<file path="config.mk">
export PLATFORM = sky130hd
export DESIGN_NAME = vend_controller
export DESIGN_NICKNAME = d
export VERILOG_FILES = /design/src/rtl/vend_pkg.sv /design/src/rtl/vend_pulse_timer.sv /design/src/rtl/vend_controller.sv
export SDC_FILE = /design/constraint.sdc
export NUM_CORES = 1
export LEC_CHECK = 0
export CAP_MARGIN = 20
export CORE_MARGIN = 2
export CORE_UTILIZATION = 30
export DETAILED_ROUTE_END_ITERATION = 12
export PLACE_DENSITY = 0.49
export SYNTH_ARGS = -nofsm -noshare
export SYNTH_HDL_FRONTEND = slang
export SYNTH_HIERARCHICAL = 1
export SYNTH_SLANG_ARGS = --single-unit
</file>
<file path="constraint.sdc">
create_clock -name clk -period 4.9 [get_ports clk]
set_clock_uncertainty 0.05 [all_clocks]
set_input_delay 0.49 -clock clk [delete_from_list [all_inputs] [get_ports clk]]
set_output_delay 0.49 -clock clk [all_outputs]
set_load 0.005 [all_outputs]
</file>
<file path="src/rtl/vend_pkg.sv">
// Shared definitions for the vending controller: key codes, FSM state
// encoding and the price/coin lookup helpers.
package vend_pkg;

    localparam logic [3:0] KEY_COIN1  = 4'h1;
    localparam logic [3:0] KEY_COIN2  = 4'h2;
    localparam logic [3:0] KEY_COIN5  = 4'h5;
    localparam logic [3:0] KEY_SEL_A  = 4'hA;
    localparam logic [3:0] KEY_SEL_B  = 4'hB;
    localparam logic [3:0] KEY_SEL_C  = 4'hC;
    localparam logic [3:0] KEY_SEL_D  = 4'hD;
    localparam logic [3:0] KEY_CANCEL = 4'hE;

    localparam logic [7:0] DEF_PRICE_A = 8'd15;
    localparam logic [7:0] DEF_PRICE_B = 8'd20;
    localparam logic [7:0] DEF_PRICE_C = 8'd25;
    localparam logic [7:0] DEF_PRICE_D = 8'd40;

    typedef enum logic [1:0] {
        ST_IDLE     = 2'd0,
        ST_CHECK    = 2'd1,
        ST_DISPENSE = 2'd2,
        ST_CHANGE   = 2'd3
    } vend_state_t;

    // price_tbl packs the four prices as {D, C, B, A}
    function automatic logic [7:0] price_of(input logic [1:0] idx, input logic [31:0] price_tbl);
        logic [7:0] price;
        case (idx)
            2'd0:    price = price_tbl[7:0];
            2'd1:    price = price_tbl[15:8];
            2'd2:    price = price_tbl[23:16];
            2'd3:    price = price_tbl[31:24];
            default: price = price_tbl[7:0];
        endcase
        return price;
    endfunction

    // Zero means "not a coin key"
    function automatic logic [7:0] coin_value(input logic [3:0] code);
        logic [7:0] value;
        case (code)
            KEY_COIN1: value = 8'd1;
            KEY_COIN2: value = 8'd2;
            KEY_COIN5: value = 8'd5;
            default:   value = 8'd0;
        endcase
        return value;
    endfunction

endpackage

</file>
<file path="src/rtl/vend_pulse_timer.sv">
// Load/count-down timer; done rises once the loaded count has fully elapsed.
module vend_pulse_timer #(
    parameter int W = 5
) (
    input  logic         clk,
    input  logic         rst_n,
    input  logic         load,
    input  logic [W-1:0] load_val,
    input  logic         en,
    output logic         done
);

    localparam logic [W-1:0] CNT_ZERO = W'(32'd0);
    localparam logic [W-1:0] CNT_ONE  = W'(32'd1);

    logic [W-1:0] count_r;
    logic         done_r;

    // Count down while enabled; done is registered one step ahead of zero
    always_ff @(posedge clk or negedge rst_n) begin
        if (!rst_n) begin
            count_r <= CNT_ZERO;
            done_r  <= 1'b0;
        end else if (load) begin
            count_r <= load_val;
            done_r  <= (load_val == CNT_ZERO);
        end else if (en && (count_r != CNT_ZERO)) begin
            count_r <= count_r - CNT_ONE;
            done_r  <= (count_r == CNT_ONE);
        end else begin
            count_r <= count_r;
            done_r  <= done_r;
        end
    end

    assign done = done_r;

endmodule

</file>
<file path="src/rtl/vend_controller.sv">
// Vending transaction FSM: key presses to credit, stock-checked vends,
// change and deny events. All outputs come straight from registers.
module vend_controller
    import vend_pkg::*;
#(
    parameter logic [7:0] PRICE_A         = DEF_PRICE_A,
    parameter logic [7:0] PRICE_B         = DEF_PRICE_B,
    parameter logic [7:0] PRICE_C         = DEF_PRICE_C,
    parameter logic [7:0] PRICE_D         = DEF_PRICE_D,
    parameter logic [3:0] INIT_STOCK      = 4'd5,
    parameter logic [7:0] MAX_CREDIT      = 8'd99,
    parameter int         DISPENSE_CYCLES = 24
) (
    input  logic       clk,
    input  logic       reset,
    input  logic [3:0] key_code,
    input  logic       key_valid,
    output logic [7:0] credit,
    output logic [7:0] change,
    output logic       change_valid,
    output logic       dispense_on,
    output logic [1:0] dispense_item,
    output logic       deny,
    output logic       busy
);

    localparam logic [31:0] PRICE_TBL = {PRICE_D, PRICE_C, PRICE_B, PRICE_A};
    localparam int          TW        = $clog2(DISPENSE_CYCLES);
    localparam logic [TW-1:0] DISP_LOAD = TW'(DISPENSE_CYCLES - 1);

    vend_state_t state_r;
    logic        key_valid_q_r;
    logic [7:0]  credit_r;
    logic [7:0]  change_r;
    logic        change_valid_r;
    logic        dispense_on_r;
    logic [1:0]  dispense_item_r;
    logic        deny_r;
    logic        busy_r;
    logic [1:0]  item_r;
    logic [3:0]  stock_r [4];

    logic        press_s;
    logic [7:0]  coin_val_s;
    logic        is_coin_s;
    logic        is_sel_s;
    logic        is_cancel_s;
    logic [1:0]  sel_idx_s;
    logic        coin_fits_s;
    logic [7:0]  item_price_s;
    logic        check_ok_s;
    logic        timer_load_s;
    logic        timer_en_s;
    logic        timer_done_s;

    // Key decode and the CHECK-state verdict
    always_comb begin
        press_s     = key_valid & ~key_valid_q_r;
        coin_val_s  = coin_value(key_code);
        is_coin_s   = (coin_val_s != 8'd0);
        is_cancel_s = (key_code == KEY_CANCEL);
        is_sel_s    = 1'b1;
        case (key_code)
            KEY_SEL_A: sel_idx_s = 2'd0;
            KEY_SEL_B: sel_idx_s = 2'd1;
            KEY_SEL_C: sel_idx_s = 2'd2;
            KEY_SEL_D: sel_idx_s = 2'd3;
            default: begin
                sel_idx_s = 2'd0;
                is_sel_s  = 1'b0;
            end
        endcase
        // 9-bit compares keep the ceiling and price tests free of wrap-around
        coin_fits_s  = ({1'b0, credit_r} + {1'b0, coin_val_s}) <= {1'b0, MAX_CREDIT};
        item_price_s = price_of(item_r, PRICE_TBL);
        check_ok_s   = (stock_r[item_r] != 4'd0) && ({1'b0, credit_r} >= {1'b0, item_price_s});
        timer_load_s = (state_r == ST_CHECK) && check_ok_s;
        timer_en_s   = (state_r == ST_DISPENSE);
    end

    vend_pulse_timer #(
        .W (TW)
    ) u_dispense_timer (
        .clk      (clk),
        .rst_n    (reset),
        .load     (timer_load_s),
        .load_val (DISP_LOAD),
        .en       (timer_en_s),
        .done     (timer_done_s)
    );

    // Transaction FSM with its registered outputs and stock counters
    always_ff @(posedge clk or negedge reset) begin
        if (!reset) begin
            state_r         <= ST_IDLE;
            key_valid_q_r   <= 1'b0;
            credit_r        <= 8'd0;
            change_r        <= 8'd0;
            change_valid_r  <= 1'b0;
            dispense_on_r   <= 1'b0;
            dispense_item_r <= 2'd0;
            deny_r          <= 1'b0;
            busy_r          <= 1'b0;
            item_r          <= 2'd0;
            for (int i = 0; i < 4; i++) begin
                stock_r[i] <= INIT_STOCK;
            end
        end else begin
            key_valid_q_r  <= key_valid;
            change_valid_r <= 1'b0;
            deny_r         <= 1'b0;
            case (state_r)
                ST_IDLE: begin
                    if (press_s && is_coin_s) begin
                        if (coin_fits_s) begin
                            credit_r <= credit_r + coin_val_s;
                        end else begin
                            deny_r <= 1'b1;
                        end
                    end else if (press_s && is_sel_s) begin
                        item_r  <= sel_idx_s;
                        state_r <= ST_CHECK;
                        busy_r  <= 1'b1;
                    end else if (press_s && is_cancel_s && (credit_r != 8'd0)) begin
                        change_r       <= credit_r;
                        change_valid_r <= 1'b1;
                        state_r        <= ST_CHANGE;
                        busy_r         <= 1'b1;
                    end else begin
                        state_r <= ST_IDLE;
                    end
                end
                ST_CHECK: begin
                    if (check_ok_s) begin
                        credit_r         <= credit_r - item_price_s;
                        stock_r[item_r]  <= stock_r[item_r] - 4'd1;
                        dispense_on_r    <= 1'b1;
                        dispense_item_r  <= item_r;
                        state_r          <= ST_DISPENSE;
                    end else begin
                        deny_r  <= 1'b1;
                        state_r <= ST_IDLE;
                        busy_r  <= 1'b0;
                    end
                end
                ST_DISPENSE: begin
                    if (timer_done_s) begin
                        dispense_on_r <= 1'b0;
                        if (credit_r != 8'd0) begin
                            change_r       <= credit_r;
                            change_valid_r <= 1'b1;
                            state_r        <= ST_CHANGE;
                        end else begin
                            state_r <= ST_IDLE;
                            busy_r  <= 1'b0;
                        end
                    end else begin
                        state_r <= ST_DISPENSE;
                    end
                end
                ST_CHANGE: begin
                    credit_r <= 8'd0;
                    state_r  <= ST_IDLE;
                    busy_r   <= 1'b0;
                end
                default: begin
                    state_r <= ST_IDLE;
                    busy_r  <= 1'b0;
                end
            endcase
        end
    end

    assign credit        = credit_r;
    assign change        = change_r;
    assign change_valid  = change_valid_r;
    assign dispense_on   = dispense_on_r;
    assign dispense_item = dispense_item_r;
    assign deny          = deny_r;
    assign busy          = busy_r;

endmodule
</file>
==> impl_metrics.json <==
{
  "cts_tree": "yes",
  "ys.flop_type": "dfrtp_1",
  "synthArstFlopShare_pct": 100,
  "cts_buffers": 5,
  "routed_wl_um": 7260,
  "antenna_found_initial": 0,
  "period_needed_ns": 3.73,
  "io_pins": 29,
  "p_per_area_nw_per_um2": 453,
  "fin_hold_ws_ns": 0.218,
  "yosysSeqAreaShare_pct": 40.4,
  "ys_ff_latch": 49,
  "grt_usage_pct": 13.7,
  "crit_arrival_ns": 3.88,
  "drc": 0,
  "cts.sink_count": 49,
  "start_util_pct": 31.1,
  "die_w_um": 105,
  "syn-instance-count": 319,
  "hold_violations": 0,
  "syn_area_sq_um": 3060,
  "dr.pass1.iters": 4,
  "dieArea_sq_um": 11000,
  "gp_congestion": 0.815,
  "rsz0062_at_grt": "false",
  "holdCritPathClass": "in2async",
  "dp_hpwl_um": 5340,
  "critPathLaunchType": "flip-flop",
  "p_leak_nw": 1.61,
  "cts_htree_levels": 2,
  "maxSlewViolCount": 0,
  "ir_drop_v": 0.000177,
  "root_buffer": "clkbuf_8",
  "relSlewSlack_pct": 58.4,
  "holdBufCountCts": 0,
  "fillCellCount": 1010,
  "fin_ws_ns": 1.17,
  "portBuffers": 28,
  "avgRoutedWirePerCell_um": 14.8,
  "grt_pass1_vias": 2323,
  "critPathKind": "reg2reg",
  "postSynthAreaPerCell_sq_um": 9.60,
  "core_sq_um": 9860,
  "cap_violations": 0,
  "finish.net_count": 381,
  "via_count": 2367,
  "crit_fanout": 14,
  "cts.clk_slew.worst_paths_ns": 0.10,
  "synth_edf_count": 0,
  "dp_worst_setup_slack_ns": 1.10,
  "clkLatencyLatePin_ns": 0.32,
  "power.total_w": 0.00164,
  "grt_pass1_wl_um": 12100,
  "finalSetupTns_ns": 0,
  "cts_setup_buffers": 0,
  "diodes": 0,
  "die_h_um": 105,
  "crit_required_ns": 5.06,
  "setup_violations": 0,
  "min_period_over_period_pct": 76.0,
  "end_kind": "flip-flop",
  "area_growth_pct": 18.1,
  "ys.warnings.count": 6,
  "drive_above_1_share_pct": 12.4,
  "drt_iter0_drc": 110,
  "cts-resized-gates": 0,
  "grt_max_degree": 50,
  "worst_slew_pin_slew_ns": 0.623,
  "avgViaCountPerCell": 4.84,
  "fmax_ghz": 0.268,
  "yosysUniqueCellTypes": 57,
  "overflow": 0,
  "clk_path_buf_depth": 2,
  "ant_nets": 0,
  "rows": 36,
  "status": "complete, no violations"
}
cell families (layout without fill, tap and decap cells):
logic type / Yosys count / after routing / share of synthesized area [%]
multiplexers: 22 / 22 / 9.52
AND/OR/NAND/NOR: 116 / 116 / 18.6
XOR/XNOR: 7 / 7 / 2.00
AO/OA/AOI/OAI: 74 / 74 / 16.8
other: 2 / 9 / 0.245
buffers and inverters: 30 / 60 / 4.21
flip-flops: 49 / 49 / 40.4
adder cells (fa/ha/maj): 19 / 19 / 8.25
cell usage in the layout (no fill, tap or decap), types with 2 or more instances in the layout:
master | synthesis | final
nor2_1 | 28 | 28
a32oi_1 | 2 | 2
nand3_1 | 5 | 5
conb_1 | 2 | 9
dfstp_2 | 8 | 8
ha_1 | 17 | 17
o21ai_1 | 5 | 5
a21oi_1 | 14 | 14
buf_4 | 0 | 2
mux4_1 | 3 | 3
nand2_4 | 4 | 4
a21oi_2 | 2 | 2
or3_1 | 2 | 2
o21ai_0 | 17 | 17
nor4_1 | 2 | 2
nor2b_1 | 5 | 5
nand2b_1 | 6 | 6
xnor2_1 | 4 | 4
clkbuf_8 | 0 | 5
clkdlybuf4s50_1 | 0 | 27
xor2_1 | 3 | 3
fa_1 | 2 | 2
a31oi_1 | 4 | 4
a211oi_2 | 2 | 2
nor4b_1 | 4 | 4
inv_6 | 0 | 2
o211ai_1 | 2 | 2
o31ai_1 | 2 | 2
a22oi_2 | 2 | 2
o21bai_1 | 2 | 2
dfrtp_1 | 41 | 41
nor3_1 | 7 | 7
o21a_1 | 6 | 6
o22ai_1 | 3 | 3
mux2_1 | 13 | 13
mux2_2 | 5 | 5
inv_1 | 22 | 22
or2_2 | 3 | 3
nand2_1 | 43 | 43
power breakdown:
group          total [W]  internal [W]  switching (W)
combinational   0.000718      0.000334       0.000385
clock           0.000310      0.000156       0.000154
sequential      0.000609      0.000495       0.000114
per-layer routing:
layer | global-route usage (%) | share of wire (%)
met1 | 19.1 | 48
met2 | 21.7 | 46
met3 | 2.50 | 4.5
met4 | 3.52 | 1.1
met5 | 0 | 0
worst max-delay path, stage by stage (launching register included):
cell     delay, ns
dfrtp_1       0.56
inv_1         0.17
ha_1          0.26
or2_2         0.30
ha_1          0.19
inv_1         0.07
fa_1          0.21
a21oi_1       0.08
nor2b_1       0.14
a31oi_1       0.19
a22oi_2       0.32
and2_1        0.45
buf_4         0.28
mux2_2        0.35
synthesized netlist by cell type (all sizes together) (4+ instances only):
cell | number | area [sq um]
a21oi | 17 | 104
a31oi | 4 | 25.0
clkbuf | 5 | 18.8
dfrtp | 41 | 1030
dfstp | 8 | 210
ha | 17 | 213
inv | 22 | 82.6
mux2 | 18 | 203
nand2 | 47 | 206
nand2b | 6 | 37.5
nand3 | 5 | 25.0
nor2 | 29 | 111
nor2b | 5 | 31.3
nor3 | 7 | 35.0
nor4b | 4 | 35.0
o21a | 6 | 45.0
o21ai | 23 | 119
o22ai | 4 | 31.3
xnor2 | 4 | 35.0
metrics by stage:
stage,util (%),area (sq um),instances
after CTS,36.7,3620,489
final,36.7,3620,489
after global placement,35.5,3500,481
after floorplan,-,3090,326
after detailed placement,35.5,3500,481
after global routing,36.7,3620,489
worst paths after layout:
kind | from | end | slack [ns] | cells after the start
hold / removal | reset | credit[4] | 0.22 | 2
setup reg to reg | item_r[0] | dispense_item[0] | 1.17 | 13
setup / recovery | item_r[0] | dispense_item[0] | 1.17 | 13
hold reg to reg | change[2] | change[2] | 0.43 | 2
max in group asynchronous | reset | stock_r[3] | 4.17 | 2
min in group clk | change[2] | change[2] | 0.43 | 2
sequential cells by signal, summed over array words and instances, names as in the netlist:
name                      flops
dispense_on                   1
dispense_item                 2
change_valid                  1
deny                          1
stock_r                      16
busy                          1
item_r                        2
u_dispense_timer/count_r      5
key_valid_q_r                 1
u_dispense_timer/done         1
credit                        8
change                        8
state_r                       2
area by class of cell:
type | count | area (sq um) | area share (%)
Inverter | 22 | 82.6 | 2.28
Timing Repair Buffer | 30 | 290 | 8.03
Clock inverter | 3 | 47.5 | 1.31
Sequential cell | 49 | 1240 | 34.2
Multi-Input combinational cell | 247 | 1720 | 47.7
Clock buffer | 5 | 68.8 | 1.90
Tap cell | 133 | 166 | 4.60
Note: power is estimated with default switching activity, not from simulation.
